[src/rtl/charge_measure_pkg.sv]
// Shared types and helpers for the charge measurement front-end.
// Holds the FSM state encoding and the settle-counter width calculation.
package charge_measure_pkg;

  typedef enum logic {
    SETTLE = 1'b0,
    ACCUM  = 1'b1
  } state_t;

  // Width of a down-counter that must hold n-1; never narrower than one bit.
  function automatic int cnt_width(input int n);
    return (n > 1) ? $clog2(n) : 1;
  endfunction

endpackage

[src/rtl/sample_accumulator.sv]
// Sums a window of 2**AVG_LOG2 accepted ADC samples and flags full-scale codes.
// sum/done/over are combinational views that include the sample being offered this cycle.
module sample_accumulator #(
  parameter int ADC_WIDTH = 10,
  parameter int AVG_LOG2  = 3
) (
  input  logic                          clk,
  input  logic                          rst,
  input  logic                          clr,
  input  logic                          en,
  input  logic [ADC_WIDTH-1:0]          sample,
  output logic [ADC_WIDTH+AVG_LOG2-1:0] sum,
  output logic                          done,
  output logic                          over
);

  localparam int ACC_W = ADC_WIDTH + AVG_LOG2;
  localparam int NUM_W = AVG_LOG2 + 1;
  localparam logic [NUM_W-1:0] LAST_IDX = NUM_W'((1 << AVG_LOG2) - 1);

  logic [ACC_W-1:0] r_acc;
  logic [NUM_W-1:0] r_count;
  logic             r_over;
  logic             w_full;

  assign w_full = (sample == {ADC_WIDTH{1'b1}});
  assign sum    = en ? (r_acc + ACC_W'(sample)) : r_acc;
  assign done   = en && (r_count == LAST_IDX);
  assign over   = r_over || (en && w_full);

  // NOTE: sequential state uses non-blocking assignments so every register
  // samples the pre-edge values of its neighbours, matching real flops.
  always_ff @(posedge clk or negedge rst) begin
    if (!rst) begin
      r_acc   <= '0;
      r_count <= '0;
      r_over  <= 1'b0;
    end else if (clr || done) begin
      r_acc   <= '0;
      r_count <= '0;
      r_over  <= 1'b0;
    end else if (en) begin
      r_acc   <= sum;
      r_count <= r_count + 1'b1;
      r_over  <= over;
    end
  end

endmodule

[src/rtl/charge_measure.sv]
// Waits out a settling period after each i_ref change, then publishes the mean
// of every full window of ADC samples with a one-cycle ready pulse.
module charge_measure
  import charge_measure_pkg::*;
#(
  parameter int BUS_WIDTH     = 10,
  parameter int ADC_WIDTH     = 10,
  parameter int SETTLE_CYCLES = 64,
  parameter int AVG_LOG2      = 3
) (
  input  logic                 clk,
  input  logic                 rst,
  input  logic [BUS_WIDTH-1:0] i_ref,
  input  logic [ADC_WIDTH-1:0] adc_data,
  input  logic                 adc_valid,
  output logic [BUS_WIDTH-1:0] q_measured,
  output logic                 ready,
  output logic                 busy,
  output logic                 overrange
);

  localparam int CNT_W = cnt_width(SETTLE_CYCLES);
  localparam int ACC_W = ADC_WIDTH + AVG_LOG2;
  localparam logic [CNT_W-1:0] SETTLE_LOAD = CNT_W'(SETTLE_CYCLES - 1);

  state_t               r_state;
  logic [CNT_W-1:0]     r_cnt;
  logic [BUS_WIDTH-1:0] r_i_ref_q;

  logic                 w_chg;
  logic                 w_clr;
  logic                 w_en;
  logic [ACC_W-1:0]     w_sum;
  logic                 w_done;
  logic                 w_over;
  logic [ADC_WIDTH-1:0] w_mean;
  logic [BUS_WIDTH-1:0] w_q_next;

  assign w_chg = (i_ref != r_i_ref_q);
  // A reference change outranks a window-completing sample: it is never accepted.
  assign w_en  = adc_valid && (r_state == ACCUM) && !w_chg;
  assign w_clr = w_chg || (r_state == SETTLE);

  sample_accumulator #(
    .ADC_WIDTH (ADC_WIDTH),
    .AVG_LOG2  (AVG_LOG2)
  ) u_acc (
    .clk    (clk),
    .rst    (rst),
    .clr    (w_clr),
    .en     (w_en),
    .sample (adc_data),
    .sum    (w_sum),
    .done   (w_done),
    .over   (w_over)
  );

  // Truncating divide by the window length.
  assign w_mean = w_sum[ACC_W-1:AVG_LOG2];

  generate
    if (ADC_WIDTH >= BUS_WIDTH) begin : g_narrow
      assign w_q_next = w_mean[ADC_WIDTH-1 -: BUS_WIDTH];
    end else begin : g_widen
      assign w_q_next = {w_mean, {(BUS_WIDTH - ADC_WIDTH){1'b0}}};
    end
  endgenerate

  always_ff @(posedge clk or negedge rst) begin
    if (!rst) begin
      r_i_ref_q  <= '0;
      r_state    <= SETTLE;
      r_cnt      <= SETTLE_LOAD;
      q_measured <= '0;
      ready      <= 1'b0;
      busy       <= 1'b0;
      overrange  <= 1'b0;
    end else begin
      r_i_ref_q <= i_ref;
      ready     <= 1'b0;
      overrange <= 1'b0;
      if (w_chg) begin
        r_state <= SETTLE;
        r_cnt   <= SETTLE_LOAD;
        busy    <= 1'b1;
      end else begin
        case (r_state)
          SETTLE: begin
            if (r_cnt == '0) begin
              r_state <= ACCUM;
              busy    <= 1'b0;
            end else begin
              r_cnt <= r_cnt - 1'b1;
              busy  <= 1'b1;
            end
          end
          ACCUM: begin
            busy <= 1'b0;
            if (w_done) begin
              q_measured <= w_q_next;
              ready      <= 1'b1;
              overrange  <= w_over;
            end
          end
          default: begin
            r_state <= SETTLE;
            r_cnt   <= SETTLE_LOAD;
          end
        endcase
      end
    end
  end

endmodule

[config.mk]
export PLATFORM = sky130hd
export DESIGN_NAME = charge_measure
export DESIGN_NICKNAME = d
export VERILOG_FILES = /design/src/rtl/charge_measure_pkg.sv /design/src/rtl/sample_accumulator.sv /design/src/rtl/charge_measure.sv
export SDC_FILE = /design/constraint.sdc
export NUM_CORES = 1
export LEC_CHECK = 0
export CORE_ASPECT_RATIO = 2
export CORE_MARGIN = 3
export CORE_UTILIZATION = 54
export CTS_BUF_LIST = sky130_fd_sc_hd__clkbuf_8 sky130_fd_sc_hd__clkbuf_16
export DETAILED_ROUTE_END_ITERATION = 7
export PLACE_DENSITY_LB_ADDON = 0.25
export SLEW_MARGIN = 20
export SYNTH_ARGS = -nofsm -noshare
export SYNTH_HDL_FRONTEND = slang
export SYNTH_SLANG_ARGS = --single-unit
[constraint.sdc]
create_clock -name clk -period 2.3 [get_ports clk]
set_input_delay 0.46 -clock clk [delete_from_list [all_inputs] [get_ports clk]]
set_output_delay 0.46 -clock clk [all_outputs]
set_load 0.02 [all_outputs]
=== Word-level counts from Yosys, hierarchy flattened ===
Index checks and enable logic that the tools add are counted.

* Register bits after elaboration: 48
* Bits of input ports: 23
* Output and inout port bits: 13
* Logic and storage cells: 54

* Add/subtract/negate cells: 3
* Equality and inequality tests: 5
* Muxes and demuxes: 22
* Bitwise operators: 2
* Reductions and logical operators: 12

{| class="wikitable"
|+ Operators with widths
! cell !! number
|-
| $mux 13 || 3
|-
| $mux 6 || 3
|-
| $add 13x10->13 || 1
|-
| $mux 1 || 13
|-
| $eq 10x10->1 const B || 1
|-
| $ne 10x10->1 || 1
|-
| $mux 4 || 2
|-
| $logic_not 6->1 || 1
|-
| $sub 6x1->6 const B || 1
|-
| $add 4x1->4 const B || 1
|-
| $eq 4x3->1 const B || 1
|-
| $logic_and 1x1->1 || 4
|-
| $logic_or 1x1->1 || 3
|-
| $reduce_and 3->1 || 1
|-
| $ne 2x1->1 const B || 1
|-
| $ne 2x2->1 const B || 1
|-
| $not 1->1 || 2
|-
| $pmux 1 s2 || 1
|-
| $reduce_and 2->1 || 1
|-
| $reduce_bool 2->1 || 1
|-
| $logic_not 1->1 || 1
|}

=== Logic depth before layout (Yosys ltp) ===
* Depth after elaboration: 8
* Gate-level depth with buffers: 10
* Mapped depth without buffers: 10

=== By module ===
A second synthesis with hierarchy kept.

* Cell total of the unflattened synthesis: 240
* Area total of the unflattened synthesis: 2601.2 um^2

{| class="wikitable"
|+ Modules (own cells, without submodules)
! module !! times used !! cells each !! area each (um^2) !! sequential area each (um^2)
|-
| sample_accumulator || 1 || 151 || 1390.1 || 450.4
|-
| charge_measure || 1 || 89 || 1211.2 || 758.2
|}

=== Worst setup path before layout ===
No wires, ideal clock.

* Path type: input to register
* Start point: in adc_data[0]
* End point: reg q_measured[9]
* Setup time: 0.126 ns
* Arrival time: 2.025 ns
* Data required time: 2.174 ns
* Path slack: 0.149 ns
* Stages: 10
* Path buffers: 0
* Path through: ha_1 inv_1 fa_1 nor2b_1 o31a_1 o21a_1 a31oi_1 nand4b_1 xor2_1 o21ai_0

* Word-level cells in the longest chain between the ends: 2

{| class="wikitable"
|+ RTL lines
! what !! RTL line !! RTL
|-
| start, declared || charge_measure.sv:14 || <nowiki>input logic [ADC_WIDTH-1:0] adc_data,</nowiki>
|-
| $add 13x10->13 || sample_accumulator.sv:27 || <nowiki>assign sum = en ? (r_acc + ACC_W'(sample)) : r_acc;</nowiki>
|-
| $mux 13 || sample_accumulator.sv:27 ||
|-
| end signal, assigned || charge_measure.sv:100 || <nowiki>q_measured <= w_q_next;</nowiki>
|-
| end, declared || charge_measure.sv:16 || <nowiki>output logic [BUS_WIDTH-1:0] q_measured,</nowiki>
|}

No other way between the ends.
A chain may end at the register's enable or synchronous reset.

=== Worst setup path in the final report ===
* Start point: in adc_data[4]
* End point: reg q_measured[3]

Same word-level chain as after synthesis.

==> summary.md <==
| Metric | Value |
|---|---|
| CP Capture Type | `flip-flop` |
| Hold slack final | `0.250 ns` |
| Initial Utilization | `57.2%` |
| Avg Cell Area, Syn | `10.7 um2` |
| Count of state elements after synthesis | `48` |
| Final Setup Violations | `0` |
| Logic pwr share | `9.2%` |
| Total negative slack | `0 ns` |
| Synth Instances | `226` |
| Sequential power share | `56.0%` |
| Nets | `333` |
| CTS tree | `done` |
| Site Rows | `33` |
| Kind of critical path | `input pin to flip-flop` |
| DIE AREA | `0.00535 mm2` |
| Period minus WS final | `2.21 ns` |
| Post-synth cell types | `43` |
| Clk_skew | `0.00548 ns` |
| Crit path arrival time | `2.40 ns` |
| GR Util All Layers | `23.0%` |
| Most common cell after layout, fill and taps aside | `dfrtp_1` |
| DRC errors left | `0` |
| Antenna violations before repair | `0` |
| Clock tree buffer depth | `2` |
| Yosys top cell area share | `43.6%` |
| Vias in the first global route | `2050` |
| Sw Ratio | `23.3%` |
| Setup crit start kind | `input pin` |
| P per Cell Area | `470 mW/mm2` |
| Top cells by area, synth | `dfrtp_1 44%, ha_1 6.7%, dfstp_2 6.5%` |
| CP Launch Point | `adc_data[4]` |
| Slew HR | `60.2%` |
| Area of the multi-input gates | `0.00125 mm2` |
| Hold_buf cts | `0` |
| P_sw | `0.357 mW` |
| Top-level port count | `36` |
| Global routing's busiest layer | `met2` |
| H-tree level count | `2` |
| Leading area contributor after synthesis | `dfrtp_1` |
| Area growth syn-to-layout | `34.9%` |
| Initial DRC count | `42` |
| First-pass iteration count of the detailed router | `4` |
| Min-delay worst type | `input pin to async pin` |
| Crit Reg-Reg Startpoint | `u_acc.r_acc[0]` |
| Met1 Usage GRT | `21.6%` |
| Die H | `100 um` |
| Final period util | `96.3%` |
| Routed len/inst | `16.4 um` |
| Number of buffers added on ports | `35` |
| Via count | `1964` |
| Most frequent cells in the layout | `42 x dfrtp_1, 35 x buf_4, 29 x clkdlybuf4s50_1` |
| Int Power | `1.17 mW` |
| CTS Buf Count | `5` |
| Reg area | `0.00121 mm2` |
| Leakage | `1.43 nW` |
| Critical path required time | `2.48 ns` |
| Post-synth EDFFs | `0` |
| CTS clk-pin slew, worst paths | `0.09 ns` |
| Clock sink count | `48` |
| Mapped Area | `0.00241 mm2` |
| Register area share after synthesis | `50.1%` |
| Layout cells sized above 1 | `24.9%` |
| Core area | `0.00421 mm2` |
| Most used cell, CP | `o21a_1` |
| DP HPWL | `4080 um` |
| Clock Tree Root | `clkbuf_8` |
| Final ANT Viol Nets | `0` |
| Ys Warns | `0` |
| Ys async rst share | `100%` |
| Layout filler cell count | `305` |
| Tot Pwr | `1.53 mW` |
| GR Overflow Total | `0` |
| Post-synth top flop | `dfrtp_1` |
| Routed WL | `5710 um` |
| Inserted Diodes | `0` |
| Worst-Margin Slew | `0.597 ns` |
| Met3 usage | `3.11%` |
| GR Layer Usage met2 | `43.0%` |
| Critical path's slowest cell | `clkdlybuf4s50_1` |
| Clk Latency, worst-skew pair | `0.30 ns` |
| Slew Limit Fails | `0` |
| Outcome | `finished clean` |
| First-pass GRT wire length | `9010 um` |
| CP max stage delay | `0.50 ns` |
| Final GP Congestion | `0.860` |
| Maximum VDD drop | `0.528 mV` |
| Clk pwr share | `34.8%` |
| Largest net degree at the start of global routing | `49` |
| Max-cap violation count | `0` |
| Crit path cell chain | `clkdlybuf4s50_1, ha_2, o21a_1, o31a_1, buf_4, o21a_1, nor2_1, xnor2_1, mux2i_1, o21ai_0` |
| Hold Fails Final Rpt | `0` |
| Crit Path Max Fanout | `3` |
| Horiz. Die Dim | `53.3 um` |
| Vias per cell | `5.63` |
| Core Util, Final | `77.2%` |
| Fmax | `452 MHz` |
| Syn Nets | `263` |
==> through the flow <==
step | area [um2] | instances | setup WS [ns]
4_1_cts | 3190 | 349 | 0.0233
6_report | 3250 | 349 | 0.0860
3_3_place_gp | 3030 | 340 | -0.445
2_1_floorplan | 2410 | 226 | 0.149
5_1_grt | 3250 | 349 | -0.0268
3_5_place_dp | 3030 | 340 | -0.553
==> state kept, by name, indices dropped and copies added (netlist names), 4 cells and up <==
| signal | flops |
|---|---|
| u_acc.r_count | 4 |
| r_i_ref_q | 10 |
| u_acc.r_acc | 13 |
| q_measured | 10 |
| r_cnt | 6 |
==> power groups by stage <==
| stage | clock network (mW) | registers, mW | logic, mW |
|---|---|---|---|
| 2_1_floorplan | 0 | 0.873 | 0.0472 |
| 3_3_place_gp | 0 | 0.873 | 0.130 |
| 6_report | 0.533 | 0.857 | 0.140 |
| 3_5_place_dp | 0 | 0.873 | 0.132 |
| 4_1_cts | 0.544 | 0.857 | 0.135 |
| 5_1_grt | 0.577 | 0.858 | 0.154 |
==> cell families (layout without fill, tap and decap cells) <==
family	Yosys count	count (layout)	synth area share, %
simple gates	70	70	13.9
fa+ha+maj	14	14	7.58
flops	48	48	50.1
compound gates	46	46	12.9
xor+xnor	26	26	9.44
buf+inv	15	86	3.06
mux	7	7	2.96
==> synthesized netlist by cell type (all sizes together) (2+ instances only) <==
master,count
inv,8
a21oi,7
nand2b,2
mux2i,6
nor2b,2
xor2,10
nor2,26
o21a,4
xnor2,16
nand4,5
ha,13
dfstp,6
nor4,2
a21o,4
buf,5
a211oi,5
o21ai,16
nand2,21
nor3,3
nand3,3
dfrtp,42
clkbuf,2
and3,2
nand4b,2
a31oi,2
==> worst max-delay path, delay by kind of cell <==
family / cells / cell delay (ns)
adders and majority gates: 1 / 0.30
and+or+nand+nor: 1 / 0.15
xor gates and xnor gates: 1 / 0.08
buffers and inverters: 2 / 0.65
AOI/OAI and AO/OA: 4 / 0.53
muxes: 1 / 0.22
==> final timing paths <==
kind,cells after the start,slack [ns],end
setup / recovery,10,0.09,q_measured[3]
hold / removal,2,0.25,u_acc.r_acc[5]
setup reg to reg,11,0.12,q_measured[3]
hold reg to reg,2,0.49,q_measured[7]
max in group asynchronous,2,1.65,r_i_ref_q[4]
min in group clk,2,0.49,q_measured[7]
==> per-layer routing <==
layer | share of wire (%) | wire (um) | vias to the layer above
met2 | 58 | 3300 | 66
li1 | - | - | 923
met5 | 0 | 0 | -
met3 | 3.3 | 188 | 28
met4 | 5.8 | 333 | 0
met1 | 33 | 1880 | 947
==> final cells by class <==
| class | count | area share, % |
|---|---|---|
| Clock buffer | 6 | 2.54 |
| Tap cell | 52 | 2.00 |
| Sequential cell | 48 | 37.2 |
| Timing Repair Buffer | 70 | 18.7 |
| Multi-Input combinational cell | 163 | 38.3 |
| Clock inverter | 2 | 0.423 |
| Inverter | 8 | 0.923 |
==> repair_timing <==
| item | 4_1_cts | 5_1_grt |
|---|---|---|
| setup buffers | 1 | 0 |
| resized for setup | 13 | 14 |
| pin swaps | 8 | 8 |
| setup endpoints to repair | 12 | 10 |
(Power assumes the default switching activity.)
